--- config.mk ---
export PLATFORM = sky130hd
export DESIGN_NAME = parc_mem_arb
export DESIGN_NICKNAME = d
export VERILOG_FILES = /design/src/rtl/parc_mem_arb_pkg.sv /design/src/rtl/parc_mem_arb_tag_queue.sv /design/src/rtl/parc_mem_arb.sv
export SDC_FILE = /design/constraint.sdc
export NUM_CORES = 1
export LEC_CHECK = 0
export CORE_AREA = 2 2 125 127
export DETAILED_ROUTE_END_ITERATION = 7
export DIE_AREA = 0 0 127 129
export SYNTH_ARGS = -nofsm -noshare
export SYNTH_HDL_FRONTEND = slang
export SYNTH_HIERARCHICAL = 1
export SYNTH_SLANG_ARGS = --single-unit
--- constraint.sdc ---
create_clock -name clk -period 4.8 [get_ports clk]
set_input_delay 0.72 -clock clk [delete_from_list [all_inputs] [get_ports clk]]
set_output_delay 0.72 -clock clk [all_outputs]
set_load 0.005 [all_outputs]
--- src/rtl/parc_mem_arb_pkg.sv ---
// rtl/parc_mem_arb_pkg.sv - shared source IDs and default message widths for the PARCv2 memory arbiter
package parc_mem_arb_pkg;

  // Widths follow the vc memory message layout: {type, addr, len, data} / {type, len, data}
  function automatic int vc_mem_req_msg_sz(input int addr_sz, input int data_sz);
    return 1 + addr_sz + $clog2(data_sz / 8) + data_sz;
  endfunction

  function automatic int vc_mem_resp_msg_sz(input int data_sz);
    return 1 + $clog2(data_sz / 8) + data_sz;
  endfunction

  localparam int PARC_MEM_ARB_REQ_SZ  = vc_mem_req_msg_sz(32, 32);
  localparam int PARC_MEM_ARB_RESP_SZ = vc_mem_resp_msg_sz(32);

  localparam logic PARC_MEM_ARB_SRC_IMEM = 1'b0;
  localparam logic PARC_MEM_ARB_SRC_DMEM = 1'b1;

endpackage

--- src/rtl/parc_mem_arb_tag_queue.sv ---
// rtl/parc_mem_arb_tag_queue.sv - circular 1-bit FIFO of request source IDs, popped in response order
module parc_MemArbTagQueue #(
  parameter int DEPTH = 4
) (
  input  logic                     clk,
  input  logic                     reset,
  input  logic                     push,
  input  logic                     push_src,
  input  logic                     pop,
  output logic                     full,
  output logic                     empty,
  output logic [$clog2(DEPTH):0]   count,
  output logic                     head
);

  localparam int AW = $clog2(DEPTH);

  logic [DEPTH-1:0] r_slots;
  logic [AW-1:0]    r_head;
  logic [AW-1:0]    r_tail;
  logic [AW:0]      r_count;
  logic             w_push;
  logic             w_pop;

  // A push into a full queue is legal only when a pop frees the head slot in the same cycle
  assign w_push = push & (~full | pop);
  assign w_pop  = pop & ~empty;

  always_ff @(posedge clk or negedge reset) begin
    if (!reset) begin
      r_slots <= '0;
      r_head  <= '0;
      r_tail  <= '0;
      r_count <= '0;
    end else begin
      if (w_push) begin
        r_slots[r_tail] <= push_src;
        r_tail          <= r_tail + 1'b1;
      end
      if (w_pop) begin
        r_head <= r_head + 1'b1;
      end
      case ({w_push, w_pop})
        2'b10:   r_count <= r_count + 1'b1;
        2'b01:   r_count <= r_count - 1'b1;
        default: r_count <= r_count;
      endcase
    end
  end

  assign full  = (r_count == (AW + 1)'(DEPTH));
  assign empty = (r_count == '0);
  assign count = r_count;
  assign head  = r_slots[r_head];

endmodule

--- src/rtl/parc_mem_arb.sv ---
// rtl/parc_mem_arb.sv - imem/dmem to single memory port arbiter; PARC_MEM_ARB_ROUND_ROBIN_EN selects round-robin ties
module parc_mem_arb
  import parc_mem_arb_pkg::*;
#(
  parameter int REQ_SZ          = PARC_MEM_ARB_REQ_SZ,
  parameter int RESP_SZ         = PARC_MEM_ARB_RESP_SZ,
  parameter int MAX_OUTSTANDING = 4
) (
  input  logic               clk,
  input  logic               reset,
  input  logic [REQ_SZ-1:0]  imemreq_msg,
  input  logic               imemreq_val,
  output logic               imemreq_rdy,
  input  logic [REQ_SZ-1:0]  dmemreq_msg,
  input  logic               dmemreq_val,
  output logic               dmemreq_rdy,
  output logic [RESP_SZ-1:0] imemresp_msg,
  output logic               imemresp_val,
  output logic [RESP_SZ-1:0] dmemresp_msg,
  output logic               dmemresp_val,
  output logic [REQ_SZ-1:0]  memreq_msg,
  output logic               memreq_val,
  input  logic               memreq_rdy,
  input  logic [RESP_SZ-1:0] memresp_msg,
  input  logic               memresp_val,
  output logic               err
);

  localparam int CW = $clog2(MAX_OUTSTANDING) + 1;

  logic          w_full;
  logic          w_empty;
  logic          w_head;
  logic [CW-1:0] w_count;
  logic          w_resp_ok;
  logic          w_issue_ok;
  logic          w_tie_src;
  logic          w_grant_src;
  logic          w_any_req;
  logic          w_fire;
  logic          r_err;

  // A response only counts when something is outstanding; otherwise it is dropped and flagged
  assign w_resp_ok  = reset & memresp_val & ~w_empty;
  assign w_issue_ok = ~w_full | w_resp_ok;

`ifdef PARC_MEM_ARB_ROUND_ROBIN_EN
  logic r_last_grant;

  always_ff @(posedge clk or negedge reset) begin
    if (!reset) begin
      r_last_grant <= PARC_MEM_ARB_SRC_DMEM;
    end else if (w_fire) begin
      r_last_grant <= w_grant_src;
    end
  end

  assign w_tie_src = ~r_last_grant;
`else
  assign w_tie_src = PARC_MEM_ARB_SRC_DMEM;
`endif

  assign w_grant_src = (imemreq_val & dmemreq_val) ? w_tie_src : dmemreq_val;
  assign w_any_req   = reset & (imemreq_val | dmemreq_val);

  assign memreq_val  = w_any_req & w_issue_ok;
  assign memreq_msg  = (w_grant_src == PARC_MEM_ARB_SRC_DMEM) ? dmemreq_msg : imemreq_msg;
  assign w_fire      = memreq_val & memreq_rdy;

  assign imemreq_rdy = reset & imemreq_val & (w_grant_src == PARC_MEM_ARB_SRC_IMEM)
                       & memreq_rdy & w_issue_ok;
  assign dmemreq_rdy = reset & dmemreq_val & (w_grant_src == PARC_MEM_ARB_SRC_DMEM)
                       & memreq_rdy & w_issue_ok;

  parc_MemArbTagQueue #(
    .DEPTH (MAX_OUTSTANDING)
  ) u_tag_queue (
    .clk      (clk),
    .reset    (reset),
    .push     (w_fire),
    .push_src (w_grant_src),
    .pop      (w_resp_ok),
    .full     (w_full),
    .empty    (w_empty),
    .count    (w_count),
    .head     (w_head)
  );

  assign imemresp_val = w_resp_ok & (w_head == PARC_MEM_ARB_SRC_IMEM);
  assign dmemresp_val = w_resp_ok & (w_head == PARC_MEM_ARB_SRC_DMEM);
  assign imemresp_msg = memresp_msg;
  assign dmemresp_msg = memresp_msg;

  always_ff @(posedge clk or negedge reset) begin
    if (!reset) begin
      r_err <= 1'b0;
    end else if (memresp_val & w_empty) begin
      r_err <= 1'b1;
    end
  end

  assign err = r_err;

  logic w_unused;
  assign w_unused = ^w_count;

endmodule
Yosys cells after proc, flatten, opt, wreduce, memory -nomap -nowiden
Cells that the tools add are included.
- register bits after elaboration: 12
- bits of input ports: 175
- output and inout bits: 143
- word-level logic and storage cells: 51
- add/subtract/negate cells: 4
- order comparisons: 3
- equal/unequal tests: 3
- muxes and demuxes: 8
- bitwise logic cells: 25
- reductions and logical operators: 3
- operators with widths (cell ; count):
    67-bit 2-to-1 mux ; 1
    1-bit bitwise AND ; 19
    2-bit by 3-bit < comparator with 1-bit output (second input constant) ; 2
    3-bit case mux with 2 select lines ; 1
    2-bit by 1-bit adder with 2-bit output (second input constant) ; 2
    4-bit bitwise mux ; 1
    1-bit inverter ; 4
    3-bit by 1-bit adder with 3-bit output (second input constant) ; 1
    3-bit == test (second input constant) ; 1
    3-bit zero test ; 1
    1-bit 2-to-1 mux ; 3
    3-bit by 1-bit subtractor with 3-bit output (second input constant) ; 1
    1-bit binary-select mux with 2-bit select ; 1
    1-bit demux with 2-bit select ; 1
    2-bit by 1-bit == test with 1-bit output (second input constant) ; 1
    2-bit == test (second input constant) ; 1
    2-bit by 1-bit greater-or-equal comparator with 1-bit output (second input constant) ; 1
    1-bit bitwise OR ; 2
    2-bit nonzero test ; 1
    1-bit logical AND ; 1

Logic depth before layout (Yosys ltp)
- word-level depth: 9
- mapped depth: 11
- depth with buffers taken out: 10

Modules after synthesis
Netlist, hierarchy kept.
- by module, submodules not included (module ; instances ; cells an instance ; area an instance (um2) ; seq. area each (um2)):
    parc_mem_arb ; 1 ; 160 ; 1793.0 ; 25.0
    parc_MemArbTagQueue ; 1 ; 50 ; 618.1 ; 275.3

Worst setup path before layout
No wires, ideal clock.
- path kind: input to register
- start: in reset
- end: reg u_tag_queue.r_count[2], in the netlist u_tag_queue/count[2]
- library setup time: 79 ps
- data arrival time: 2388 ps
- data required time: 4721 ps
- path slack: 2332 ps
- stages on the path: 9
- path buffers: 0
- cells stage by stage: and3b_1 -> nor4b_4 -> nand2b_4 -> ha_1 -> inv_1 -> fa_1 -> xor2_1 -> nor2_1 -> xor2_1
- word-level cells in the longest chain between the ends: 8
- elaborated cells between the ends (all ways): 12
- classes of those cells: 2 x eq/ne; 1 x mux; 8 x bitwise; 1 x reduce/logical
- ends and longest elaborated chain (what ; RTL line ; text):
    from (decl) ; parc_mem_arb.sv:10 ; input logic reset,
    1-bit bitwise AND (2 in a row) ; parc_mem_arb.sv:44 ; assign w_resp_ok = reset & memresp_val & ~w_empty;
    1-bit bitwise OR ; parc_mem_arb_tag_queue.sv:26, parc_mem_arb.sv:45 ;
    1-bit bitwise AND ; parc_mem_arb.sv:66 ; assign memreq_val = w_any_req & w_issue_ok;
    1-bit bitwise AND ; parc_mem_arb.sv:68 ; assign w_fire = memreq_val & memreq_rdy;
    1-bit bitwise AND ; parc_mem_arb_tag_queue.sv:26 ; assign w_push = push & (~full | pop);
    2-bit by 1-bit == test with 1-bit output / 2-bit == test (equally long branches) ; parc_mem_arb_tag_queue.sv:43 ; case ({w_push, w_pop})
    3-bit case mux with 2 select lines / 2-bit nonzero test (equally long branches) ; -- ;
    to (signal assigned) ; parc_mem_arb_tag_queue.sv:44 ; 2'b10: r_count <= r_count + 1'b1;
    to (signal assigned) ; parc_mem_arb_tag_queue.sv:45 ; 2'b01: r_count <= r_count - 1'b1;
    to (signal assigned) ; parc_mem_arb_tag_queue.sv:46 ; default: r_count <= r_count;
    to (decl) ; parc_mem_arb_tag_queue.sv:21 ; logic [AW:0] r_count;
Parallel ways exist; a longest one is shown, timed or not.
A chain may end at the register's enable or synchronous reset.

Final worst setup path
- start: in reset
- end: reg u_tag_queue.r_count[2], in the netlist u_tag_queue/count[2]
- word-level cells in the longest chain between the ends: 8
- elaborated cells between the ends (all ways): 12
- classes of those cells: 2 x eq/ne; 1 x mux; 8 x bitwise; 1 x reduce/logical
- ends and longest elaborated chain (what ; RTL line ; text):
    1-bit bitwise AND * (2 in a row) ; parc_mem_arb.sv:44 ;
    named net w_resp_ok ; parc_mem_arb.sv:35 ; logic w_resp_ok;
    1-bit bitwise OR ; parc_mem_arb_tag_queue.sv:26, parc_mem_arb.sv:45 ;
    1-bit bitwise AND ; parc_mem_arb.sv:66 ;
    1-bit bitwise AND ; parc_mem_arb.sv:68 ;
    1-bit bitwise AND ; parc_mem_arb_tag_queue.sv:26 ;
    2-bit by 1-bit == test with 1-bit output / 2-bit == test (equally long branches) ; parc_mem_arb_tag_queue.sv:43 ;
    3-bit case mux with 2 select lines / 2-bit nonzero test (equally long branches) ; -- ;
Mark *: on every way through the listed nets, which the timed path passes. The rest lies on a longest branch.

==> flow_summary_export.csv <==
group,metric,value,unit
status,status,"completed",
synthesis,ys_warn_count,6,
global_route,grt_max_degree,45,
floorplan,dieHeight,129,um
global_route,grt.met3_usage,4.66,%
synthesis,post_synth.cell_area_avg,11.5,um2
routing,wl_per_cell,15.3,um
synthesis,netlist-cell-type-count,33,
timing,worstMarginPinSlew,0.769,ns
global_route,use_met1,9.87,%
setup_path,cp_cell_sequence,"clkdlybuf4s50_1, and3b_1, nor4b_4, nand2b_4, ha_1, inv_1, fa_1, xor2_1, nor2_1, xor2_1",
routing,vias,2018,
synthesis,syn_inst,210,
global_route,busiest_layer,"met2",
clock_network,clock_path_buffers,2,
floorplan,fp.dieW,127,um
worst_hold_path,hold_start,"u_tag_queue/r_head[1]$_DFFE_PN0P_",
clock_network,cts_num_sinks,12,
placement,placed_cell_area,4110,um2
power,p_sw_share,29.8,%
placement,port_buffers,212,
setup_path,rr_startpoint,"u_tag_queue/count[0]$_DFFE_PN0P_",
synthesis,yosysSeqAreaShare,12.5,%
floorplan,ioPinCount,318,
clock_network,cts_tree,"done",
synthesis,synth_area_leaders,"mux2_4 42%, buf_4 22%, dfrtp_1 12%, buf_12 5.8%, ha_1 2.6%",
timing,max_freq,0.294,GHz
timing,rsz0062_at_grt,"false",
global_route,grt_pass1_wl,11700,um
power,p_seq_share,23.1,%
cells_and_area,antenna_cells,0,
global_route,grt_antenna_before_repair,0,
placement,dp.cells,532,
flow_run,cap_violations,0,
power,p_int,0.632,mW
cells_and_area,syn2layout_area_growth,73.9,%
clock_network,post_cts_buffers,0,
floorplan,core-area,15000,um2
cells_and_area,finalNonFillerCells,536,
timing,slew_viol_final,0,
cells_and_area,fin_area,4190,um2
floorplan,dieArea,16400,um2
placement,hpwl,6890,um
routing,first_pass_iters,4,
clock_network,clock_latency,0.24,ns
power,p_comb_share,57.6,%
global_route,grt_pass1_vias,2146,
synthesis,syn_area,2410,um2
cells_and_area,drive_gt1_share,22.7,%
power,p_per_area,215,nW/um2
placement,gp_congestion,0.728,
synthesis,synthesis.nets,391,
clock_network,root_buffer,"clkbuf_16",
timing,setup_viol,0,
setup_path,crit_fanout,17,
timing,finalSetupTns,0,ns
power,p_sw,0.269,mW
setup_path,required,4.96,ns
power,cellLeakagePower,1.77,nW
cells_and_area,mostFrequentLayoutCell,"clkdlybuf4s50_1",
setup_path,crit_type,"in2reg",
clock_network,clk_pin_slew,0.04,ns
clock_network,cts_max_level,1,
timing,finalHoldViolations,0,
cells_and_area,layout_common_cells,"211 x clkdlybuf4s50_1, 67 x mux2_4, 12 x dfrtp_1",
cells_and_area,fin_nets,530,
setup_path,slowest_delay,0.79,ns
routing,wirelength,8210,um
floorplan,start_util,16.1,%
global_route,met2_usage,15.8,%
synthesis,synth_top_area_share,41.7,%
clock_network,hold_buffers,0,
routing,drtIter0Drc,53,
power,ir_drop,0.192,mV
setup_path,startpoint,"reset",
floorplan,fp-row-count,45,
setup_path,endpoint_kind,"flip-flop",
cells_and_area,fill_cells,1544,
timing,clock-skew-final,0.00109,ns
global_route,grt_use_total,9.00,%
routing,drc_errors,0,
power,clock_power_share,19.3,%
clock_network,cts_resized,0,
routing,ant_nets,0,
routing,via_per_inst,3.76,
setup_path,crit_path_frequent_cell,"xor2_1",
global_route,grt-ovfl-total,0,
setup_path,cp-start-kind,"input port",
clock_network,cts_buffers,3,
setup_path,cp_slowest_cell,"clkdlybuf4s50_1",
timing,relSlewSlack,48.8,%
synthesis,synth_area_leader_cell,"mux2_4",
worst_hold_path,min-delay-path-class,"reg2reg",
synthesis,synth_seq_cells,12,
timing,min_period,3.40,ns
timing,period_share,70.9,%
setup_path,cp.arrival,3.56,ns
## cells by family (layout without fill, tap and decap cells)
| logic type | after synthesis | count (layout) | share of synthesized area [%] |
|---|---|---|---|
| buffers and inverters | 84 | 222 | 29.0 |
| multiplexers | 74 | 74 | 45.4 |
| AND/OR/NAND/NOR | 20 | 20 | 5.29 |
| flip-flops | 12 | 12 | 12.5 |
| AO/OA/AOI/OAI | 8 | 8 | 2.23 |
| adder cells (fa/ha/maj) | 6 | 6 | 3.43 |
| XOR/XNOR | 6 | 6 | 2.18 |
## registers in the layout, summed over array words and instances, names as in the netlist
signal	flops
u_tag_queue/r_tail	2
u_tag_queue/count	3
u_tag_queue/r_slots	4
err	1
u_tag_queue/r_head	2
## per-stage QoR
| stage | hold slack [ns] | worst slack [ns] | util, % | total power, mW |
|---|---|---|---|---|
| floorplan | 0.424 | 2.33 | - | 0.503 |
| global placement | 0.451 | 1.24 | 27.4 | 0.713 |
| detailed placement | 0.474 | 1.07 | 27.4 | 0.731 |
| CTS | 0.485 | 1.32 | 28.0 | 0.914 |
| global route | 0.491 | 1.07 | 28.0 | 0.963 |
| finish | 0.483 | 1.40 | 28.0 | 0.901 |
## synth_stat cells
library cell / count
a21o_1: 1
a21oi_1: 3
a21oi_2: 1
and2_1: 1
and3_1: 1
and3b_1: 1
buf_12: 7
buf_4: 70
buf_6: 1
clkbuf_1: 1
dfrtp_1: 12
fa_1: 1
ha_1: 5
inv_1: 5
mux2_1: 4
mux2_2: 1
mux2_4: 67
mux2i_1: 1
mux4_2: 1
nand2_1: 5
nand2b_1: 1
nand2b_4: 1
nand3_1: 1
nand4b_1: 1
nor2_1: 5
nor2b_1: 1
nor3_1: 1
nor4b_4: 1
o211ai_1: 1
o21ai_0: 1
o31a_2: 1
xnor2_1: 3
xor2_1: 3
## worst max-delay path: cells and delay by family
kind                       cells  cell delay [ns]
buffers and inverters          2             0.85
adders and majority gates      2             0.57
and+or+nand+nor                4             1.10
xor gates and xnor gates       2             0.32
## per-layer routing
metal  routed length, um  part of all wire [%]
met4                  43                  0.52
met5                   0                     0
met1                3040                    37
met3                1130                    14
met2                4000                    49
## power by group through the flow
stage / Clock (mW) / Sequential [mW] / Combinational [mW]
2_1_floorplan: 0 / 0.195 / 0.308
3_3_place_gp: 0 / 0.204 / 0.508
3_5_place_dp: 0 / 0.209 / 0.522
4_1_cts: 0.178 / 0.208 / 0.528
5_1_grt: 0.184 / 0.216 / 0.562
6_report: 0.174 / 0.208 / 0.519
## area by class of cell
cell class / count / area, um2 / area share, %
flip-flops and latches: 12 / 300 / 7.16
inverters: 5 / 18.8 / 0.447
well taps: 188 / 235 / 5.61
multi-input cells: 114 / 1410 / 33.7
clock buffers: 4 / 88.8 / 2.12
repair buffers: 213 / 2140 / 51.0
## worst paths after layout
| kind | endpoint | slack [ns] | depth (start not counted) |
|---|---|---|---|
| worst max register to register | u_tag_queue/count[2]$_DFFE_PN0P_ | 2.10 | 10 |
| worst max-delay path | u_tag_queue/count[2]$_DFFE_PN0P_ | 1.40 | 10 |
| worst min-delay path | u_tag_queue/r_head[1]$_DFFE_PN0P_ | 0.48 | 1 |
| worst min register to register | u_tag_queue/r_head[1]$_DFFE_PN0P_ | 0.48 | 1 |
| min in group asynchronous | u_tag_queue/count[0]$_DFFE_PN0P_ | 0.90 | 1 |
| max in group asynchronous | u_tag_queue/r_tail[1]$_DFFE_PN0P_ | 3.45 | 1 |
Power figures use the tool's default switching activity.
